## config.mk

```make
export PLATFORM = sky130hd
export DESIGN_NAME = lsu_dual_port
export DESIGN_NICKNAME = d
export VERILOG_FILES = /design/src/rtl/lsu_dual_port_pkg.sv /design/src/rtl/lsu_dual_port_align.sv /design/src/rtl/lsu_dual_port.sv
export SDC_FILE = /design/constraint.sdc
export NUM_CORES = 1
export LEC_CHECK = 0
export CAP_MARGIN = 25
export CORE_ASPECT_RATIO = 0.9
export CORE_MARGIN = 4
export CORE_UTILIZATION = 35
export CTS_BUF_LIST = sky130_fd_sc_hd__clkbuf_2 sky130_fd_sc_hd__clkbuf_4 sky130_fd_sc_hd__clkbuf_8
export CTS_CLUSTER_DIAMETER = 100
export CTS_CLUSTER_SIZE = 12
export DETAILED_ROUTE_END_ITERATION = 6
export PLACE_DENSITY = 0.65
export SLEW_MARGIN = 30
export SYNTH_ARGS = -nofsm -noshare
export SYNTH_HDL_FRONTEND = slang
export SYNTH_HIERARCHICAL = 1
export SYNTH_SLANG_ARGS = --single-unit
export TNS_END_PERCENT = 1
```

## constraint.sdc

```tcl
create_clock -name clock_i -period 7.6 [get_ports clock_i]
set_input_delay 2.28 -clock clock_i [delete_from_list [all_inputs] [get_ports clock_i]]
set_output_delay 2.28 -clock clock_i [all_outputs]
set_load 0.05 [all_outputs]
```

## src/rtl/lsu_dual_port_pkg.sv

```systemverilog
`default_nettype none
// ============================================================================
//  Module      : lsu_dual_port_pkg
//  Description : Control-word field positions, access sizes and FSM state
//                encoding shared by the dual-slot load/store unit.
//  Revision    : 1.0 - initial release
// ============================================================================
package lsu_dual_port_pkg;

    // Per-slot control word; an all-zero word is a pipeline bubble.
    localparam int CTRL_BUS     = 8;
    localparam int MEM_READ     = 0;
    localparam int MEM_WRITE    = 1;
    localparam int MEM_SIZE_LO  = 2;
    localparam int MEM_SIZE_HI  = 3;
    localparam int MEM_UNSIGNED = 4;
    localparam int REG_WRITE    = 5;

    typedef logic [CTRL_BUS-1:0] ctrl_bus_t;

    localparam logic [1:0] SIZE_BYTE = 2'd0;
    localparam logic [1:0] SIZE_HALF = 2'd1;
    localparam logic [1:0] SIZE_WORD = 2'd2;

    typedef enum logic [2:0] {
        S_IDLE  = 3'd0,
        S_REQ0  = 3'd1,
        S_WAIT0 = 3'd2,
        S_REQ1  = 3'd3,
        S_WAIT1 = 3'd4,
        S_DONE  = 3'd5
    } lsu_state_e;

    function automatic logic is_mem_op(input ctrl_bus_t ctrl);
        return ctrl[MEM_READ] | ctrl[MEM_WRITE];
    endfunction

endpackage
`default_nettype wire

```

## src/rtl/lsu_dual_port_align.sv

```systemverilog
`default_nettype none
// ============================================================================
//  Module      : lsu_align
//  Description : Per-slot byte-enable generation, store-lane replication,
//                load-data extraction/extension and misalignment detection.
//  Revision    : 1.0 - initial release
// ============================================================================
module lsu_align
    import lsu_dual_port_pkg::*;
(
    input  logic [1:0]  addr_lo,
    input  logic [1:0]  size,
    input  logic        zext,
    input  logic [31:0] st_data,
    input  logic [31:0] rdata,
    output logic [3:0]  be,
    output logic [31:0] wdata,
    output logic [31:0] ld_data,
    output logic        misaligned
);

    logic [31:0] w_shift;

    // Size-dependent lane selection; a size code of 3 behaves as a word.
    always_comb begin
        w_shift    = rdata >> {addr_lo, 3'b000};
        be         = 4'hF;
        wdata      = st_data;
        ld_data    = w_shift;
        misaligned = 1'b0;
        case (size)
            SIZE_BYTE: begin
                be      = 4'b0001 << addr_lo;
                wdata   = {4{st_data[7:0]}};
                ld_data = {{24{~zext & w_shift[7]}}, w_shift[7:0]};
            end
            SIZE_HALF: begin
                be         = 4'b0011 << addr_lo;
                wdata      = {2{st_data[15:0]}};
                ld_data    = {{16{~zext & w_shift[15]}}, w_shift[15:0]};
                misaligned = addr_lo[0];
            end
            default: begin
                misaligned = |addr_lo;
            end
        endcase
    end

endmodule
`default_nettype wire

```

## src/rtl/lsu_dual_port.sv

```systemverilog
`default_nettype none
// ============================================================================
//  Module      : lsu_dual_port
//  Description : Serialises the memory operations of a two-slot bundle onto
//                one data-memory request/grant port (slot 0 first), stalls
//                the backend while accesses are outstanding and returns a
//                per-slot result (load data or ALU value).
//  Revision    : 1.0 - initial release
// ============================================================================
module lsu_dual_port
    import lsu_dual_port_pkg::*;
#(
    parameter int ADDR_W = 32
) (
    input  logic                clock_i,
    input  logic                reset_i,
    input  logic                adv_i,
    input  logic [31:0]         alu_0_i,
    input  logic [31:0]         alu_1_i,
    input  logic [CTRL_BUS-1:0] ctrl0_i,
    input  logic [CTRL_BUS-1:0] ctrl1_i,
    input  logic [31:0]         st_data_0_i,
    input  logic [31:0]         st_data_1_i,
    output logic                dmem_req_o,
    output logic                dmem_we_o,
    output logic [ADDR_W-1:0]   dmem_addr_o,
    output logic [3:0]          dmem_be_o,
    output logic [31:0]         dmem_wdata_o,
    input  logic                dmem_gnt_i,
    input  logic                dmem_rvalid_i,
    input  logic [31:0]         dmem_rdata_i,
    output logic                mem_stall_o,
    output logic [31:0]         res_0_o,
    output logic [31:0]         res_1_o,
    output logic [1:0]          misalign_o
);

    lsu_state_e  r_state;
    lsu_state_e  w_state_nxt;
    logic [31:0] r_ld [2];

    ctrl_bus_t   w_ctrl    [2];
    logic [31:0] w_alu     [2];
    logic [31:0] w_st      [2];
    logic [3:0]  w_be      [2];
    logic [31:0] w_wdata   [2];
    logic [31:0] w_ld_data [2];
    logic [31:0] w_res     [2];
    logic [1:0]  w_mem;
    logic [1:0]  w_store;
    logic [1:0]  w_load;
    logic [1:0]  w_mis;
    logic [1:0]  w_need;
    logic [1:0]  w_align_mis;

    logic              w_req_nxt;
    logic              w_we_nxt;
    logic [ADDR_W-1:0] w_addr_nxt;
    logic [3:0]        w_be_nxt;
    logic [31:0]       w_wdata_nxt;
    lsu_state_e        w_after0;

    // Upper control bits belong to other pipeline stages.
    logic w_unused_ctrl;
    assign w_unused_ctrl = ^{ctrl0_i[CTRL_BUS-1:MEM_UNSIGNED+1],
                             ctrl1_i[CTRL_BUS-1:MEM_UNSIGNED+1]};

    assign w_ctrl[0] = ctrl0_i;
    assign w_ctrl[1] = ctrl1_i;
    assign w_alu[0]  = alu_0_i;
    assign w_alu[1]  = alu_1_i;
    assign w_st[0]   = st_data_0_i;
    assign w_st[1]   = st_data_1_i;

    for (genvar s = 0; s < 2; s++) begin : g_slot
        lsu_align u_align (
            .addr_lo    (w_alu[s][1:0]),
            .size       (w_ctrl[s][MEM_SIZE_HI:MEM_SIZE_LO]),
            .zext       (w_ctrl[s][MEM_UNSIGNED]),
            .st_data    (w_st[s]),
            .rdata      (dmem_rdata_i),
            .be         (w_be[s]),
            .wdata      (w_wdata[s]),
            .ld_data    (w_ld_data[s]),
            .misaligned (w_align_mis[s])
        );
        // A slot with the write bit set is a store; read-only is a load.
        assign w_mem[s]   = is_mem_op(w_ctrl[s]);
        assign w_store[s] = w_ctrl[s][MEM_WRITE];
        assign w_load[s]  = w_ctrl[s][MEM_READ] & ~w_ctrl[s][MEM_WRITE];
        assign w_mis[s]   = w_mem[s] & w_align_mis[s];
        assign w_need[s]  = w_mem[s] & ~w_align_mis[s];
        assign w_res[s]   = w_mis[s] ? 32'h0 : (w_load[s] ? r_ld[s] : w_alu[s]);
    end

    assign res_0_o = w_res[0];
    assign res_1_o = w_res[1];

    assign mem_stall_o = (r_state == S_REQ0) || (r_state == S_WAIT0) ||
                         (r_state == S_REQ1) || (r_state == S_WAIT1) ||
                         ((r_state == S_IDLE) && (|w_mem));

    // Where to go once slot 0 is finished (or skipped as misaligned).
    assign w_after0 = w_need[1] ? S_REQ1 : S_DONE;

    // Next-state logic; misaligned slots are skipped without a request.
    always_comb begin
        w_state_nxt = r_state;
        case (r_state)
            S_IDLE: begin
                if (w_need[0])      w_state_nxt = S_REQ0;
                else if (w_need[1]) w_state_nxt = S_REQ1;
                else if (|w_mem)    w_state_nxt = S_DONE;
            end
            S_REQ0:  if (dmem_gnt_i)    w_state_nxt = w_store[0] ? w_after0 : S_WAIT0;
            S_WAIT0: if (dmem_rvalid_i) w_state_nxt = w_after0;
            S_REQ1:  if (dmem_gnt_i)    w_state_nxt = w_store[1] ? S_DONE : S_WAIT1;
            S_WAIT1: if (dmem_rvalid_i) w_state_nxt = S_DONE;
            S_DONE:  if (adv_i)         w_state_nxt = S_IDLE;
            default:                    w_state_nxt = S_IDLE;
        endcase
    end

    // Request fields for the coming cycle, taken from the slot being entered.
    always_comb begin
        w_req_nxt   = 1'b0;
        w_we_nxt    = 1'b0;
        w_addr_nxt  = '0;
        w_be_nxt    = 4'h0;
        w_wdata_nxt = 32'h0;
        if (w_state_nxt == S_REQ0) begin
            w_req_nxt   = 1'b1;
            w_we_nxt    = w_store[0];
            w_addr_nxt  = {w_alu[0][ADDR_W-1:2], 2'b00};
            w_be_nxt    = w_be[0];
            w_wdata_nxt = w_wdata[0];
        end else if (w_state_nxt == S_REQ1) begin
            w_req_nxt   = 1'b1;
            w_we_nxt    = w_store[1];
            w_addr_nxt  = {w_alu[1][ADDR_W-1:2], 2'b00};
            w_be_nxt    = w_be[1];
            w_wdata_nxt = w_wdata[1];
        end
    end

    // State, registered memory port, load capture and misalignment flags.
    always_ff @(posedge clock_i) begin
        if (reset_i) begin
            r_state      <= S_IDLE;
            dmem_req_o   <= 1'b0;
            dmem_we_o    <= 1'b0;
            dmem_addr_o  <= '0;
            dmem_be_o    <= 4'h0;
            dmem_wdata_o <= 32'h0;
            r_ld[0]      <= 32'h0;
            r_ld[1]      <= 32'h0;
            misalign_o   <= 2'b00;
        end else begin
            r_state      <= w_state_nxt;
            dmem_req_o   <= w_req_nxt;
            dmem_we_o    <= w_we_nxt;
            dmem_addr_o  <= w_addr_nxt;
            dmem_be_o    <= w_be_nxt;
            dmem_wdata_o <= w_wdata_nxt;
            if ((r_state == S_WAIT0) && dmem_rvalid_i) r_ld[0] <= w_ld_data[0];
            if ((r_state == S_WAIT1) && dmem_rvalid_i) r_ld[1] <= w_ld_data[1];
            // Bundle is stable from IDLE until DONE, so sampling here holds.
            if (r_state == S_IDLE) misalign_o <= w_mis;
        end
    end

endmodule
`default_nettype wire

```

==> metrics.md, run 1 <==
| Metric | Value |
|---|---|
| Drt via density | 5.07 |
| Setup Buffers After CTS | 0 |
| Total global routing overflow | 0 |
| Commonest non-fill, non-tap cell in the layout | clkdlybuf4s50_1 |
| CP Capture Type | output port |
| Final-report hold violation count | 0 |
| Post-Route Utilization | about half |
| HPWL after DPL | between 20000 and 25000 um |
| Storage cell area | approximately 3400 sq um |
| First-pass GRT wire length | around 48000 um |
| Antenna-violating nets left | 0 |
| Lkg Pwr | 5.32 nW |
| Crit path max fanout | 9 |
| TritonCTS Sinks | 137 |
| Final Non-Filler Cells | 1625 |
| Cell Area, Synth | 8870 sq um |
| WP data arrival | 4.31 ns |
| Post-Syn Area per Cell | between 8 and 9 sq um |
| Die W | about 180 um |
| Synth Flop Type | dfxtp_1 |
| Die Area | 28000 sq um |
| Largest net degree at the start of global routing | 48 |
| Post-synth EDFFs | between 60 and 70 |
| CP Launch Type | primary input |
| Multi-input logic area | 4930 sq um |
| Worst Path Buf+Inv | 2 |
| Drt wl/cell | between 15 and 20 um |
| Max-slew headroom | about a third |
| Crit-path cells | clkdlybuf4s50_1 -> or4_4 -> o21a_1 -> clkdlybuf4s50_1 |
| CTS H-tree depth | 4 |
| Hold Buf Count CTS | 0 |
| FMAX | 152 MHz |
| Worst hold slack | about 0.46 ns |
| Crit Path Class | in2out |
| Drt total wl | between 30000 and 40000 um |
| # DRC | 0 |
| Measured slew at the worst slew-check pin | between 0.9 and 1 ns |
| Share of layout cells above drive strength 1 | 16.7% |
| Fill cell count | between 2000 and 2500 |
| Clk Latency, worst-skew pair | 0.47 ns |
| Period minus WS final | around 6.6 ns |
| Number of synthesized register bits | approximately 140 |
| Synth unique cells | 57 |
| Final worst slack | 1.01 ns |
| Status | completed |
| Fin crit share | around 87% |
| Top-area cell type share of the netlist area | a little over a fifth |
| Cts repair resizes | 0 |
| I/O Pins | between 300 and 400 |
| Peak supply drop | 148 uV |
| CTS clk-pin slew, worst paths | around 0.090 ns |
| Cells after DPL | ~1600 |
| Most frequent cells in the layout | clkdlybuf4s50_1 (243), nand2_1 (238), mux2i_1 (97) |
| Power per Cell Area | approximately 230 nW/um^2 |
| Tightest Hold Check Type | reg2reg |
| Cts bufs inserted | 17 |
| Cells after Synth | a little over 1000 |
| GRT Total Usage | 22.1% |
| Asr flop ratio synth | 0% |
| CP peak stage delay | 0.69 ns |
| Initial DRC Count | ~440 |
| Worst Clk Skew | roughly 0.015 ns |
| GPL Wtd Cong | around 0.86 |
| Layout net count | about 1500 |
| Number of global-route vias before repair | between 8000 and 9000 |
| Main area contributors after synthesis | edfxtp_1 (22%), dfxtp_1 (16%), mux2i_1 (11%) |
| Final Setup Violations | 0 |
| TNS Setup | 0 ns |
| Core box area | 24600 sq um |
| Initial antenna violation count | 3 |
| Worst path slowest cell | clkdlybuf4s50_1 |
| Cell taking the most area after synthesis | edfxtp_1 |
| Total power | ~2.9 mW |
| IO buf count | around 300 |
| Synth warn | 6 |
| Starting Density | between 30% and 40% |
| Critical Path Most Common Cell | clkdlybuf4s50_1 |
| CTS tree | built |
| Final instance area | 12300 sq um |
| Max-cap viol count | 0 |
| Worst endpoint required time | about 5.3 ns |
| Root Buffer | clkbuf_8 |
| Sequential area share after synthesis | approximately two fifths |
| Via count | between 8000 and 9000 |
| Placed cell area | between 10000 and 15000 sq um |
| DIE HEIGHT | 159 um |
| Area growth, synth to finish | 38.2% |
| Floorplan row count | 54 |
| RSZ-0062 raised after global routing | false |
| Worst slack, placed | roughly 1 ns |
| Cell family with most CP delay | buffers and inverters |
| Max-slew violations | 0 |
| DR pass1 iterations | 6 |
| CTS Buffer Depth | 2 |
-- sequential cells by signal, indices dropped and copies added (netlist names) --
name	cells
r_ld	64
dmem_req_o	1
dmem_be_o	4
r_state	3
dmem_addr_o	30
misalign_o	2
dmem_we_o	1
dmem_wdata_o	32
-- final timing paths --
check / startpoint / end / slack [ns] / cells after the start
setup / recovery: ctrl0_i[1] / mem_stall_o / 1.01 / 4
hold / removal: misalign_o[0]$_SDFFE_PP0P_ / misalign_o[0]$_SDFFE_PP0P_ / 0.46 / 2
setup reg to reg: r_state[1]$_SDFF_PP0_ / dmem_wdata_o[12]$_SDFF_PP0_ / 4.82 / 6
hold reg to reg: misalign_o[0]$_SDFFE_PP0P_ / misalign_o[0]$_SDFFE_PP0P_ / 0.46 / 2
-- routing by layer --
metal  up-vias  wire (um)  global-route usage, %
met3        35       2900                   7.22
met1      3874      13600                   27.0
li1       3989          -                      -
met4         2        622                   6.56
met5         -         12                      0
met2       334      15000                   37.1
-- worst reg2reg max path, delay by kind of cell (launching register included) --
family / cells / cell delay [ns]
and+or+nand+nor: 4 / 1.45
AOI/OAI and AO/OA: 1 / 0.17
DFF: 1 / 0.55
buffers and inverters: 1 / 0.53
-- cell usage after synthesis (3+ instances only) --
| cell | instances |
|---|---|
| buf_6 | 9 |
| buf_1 | 9 |
| o21bai_1 | 4 |
| edfxtp_1 | 64 |
| buf_4 | 22 |
| nand2_1 | 238 |
| o21ai_0 | 22 |
| nand2b_1 | 5 |
| clkbuf_1 | 35 |
| a211oi_1 | 15 |
| a21oi_2 | 14 |
| inv_1 | 3 |
| nor2_1 | 80 |
| a21oi_1 | 86 |
| and2_1 | 65 |
| nand3_2 | 20 |
| nand3_1 | 12 |
| mux2i_1 | 97 |
| mux2_2 | 34 |
| a2bb2oi_1 | 14 |
| nand3b_1 | 4 |
| dfxtp_1 | 73 |
| nor2b_1 | 26 |
| buf_2 | 28 |
-- layout make-up --
cell class	count	share of cell area (%)
sequential	137	27.6
inverter	3	0.0919
multi-input combinational	785	40.2
antenna	2	0.0408
clock buffer	18	1.97
clock inverter	14	1.32
timing repair buffer	330	25.3
tap	336	3.43
-- report_power, final --
part	switching, mW	internal, mW
clock network	0.342	0.304
registers	0.0426	0.893
logic	0.825	0.463
total	1.21	1.66
-- logic make-up after synthesis --
group,synth area share [%]
and+or+nand+nor,25.9
AOI/OAI and AO/OA,13.4
DFF,38.1
muxes,15.6
buffers and inverters,6.91
other,0.0423
Note: power is estimated with default switching activity, not from simulation.
==> inputs of run 2 (changes only) <==
--- a/config.mk
+++ b/config.mk
@@ -11,7 +11,6 @@
 export CORE_UTILIZATION = 35
 export CTS_BUF_LIST = sky130_fd_sc_hd__clkbuf_2 sky130_fd_sc_hd__clkbuf_4 sky130_fd_sc_hd__clkbuf_8
 export CTS_CLUSTER_DIAMETER = 100
-export CTS_CLUSTER_SIZE = 12
 export DETAILED_ROUTE_END_ITERATION = 6
 export PLACE_DENSITY = 0.65
 export SLEW_MARGIN = 30
==> results of run 2 <==
Final layout, timing and power as in run 1 (identical DEF).
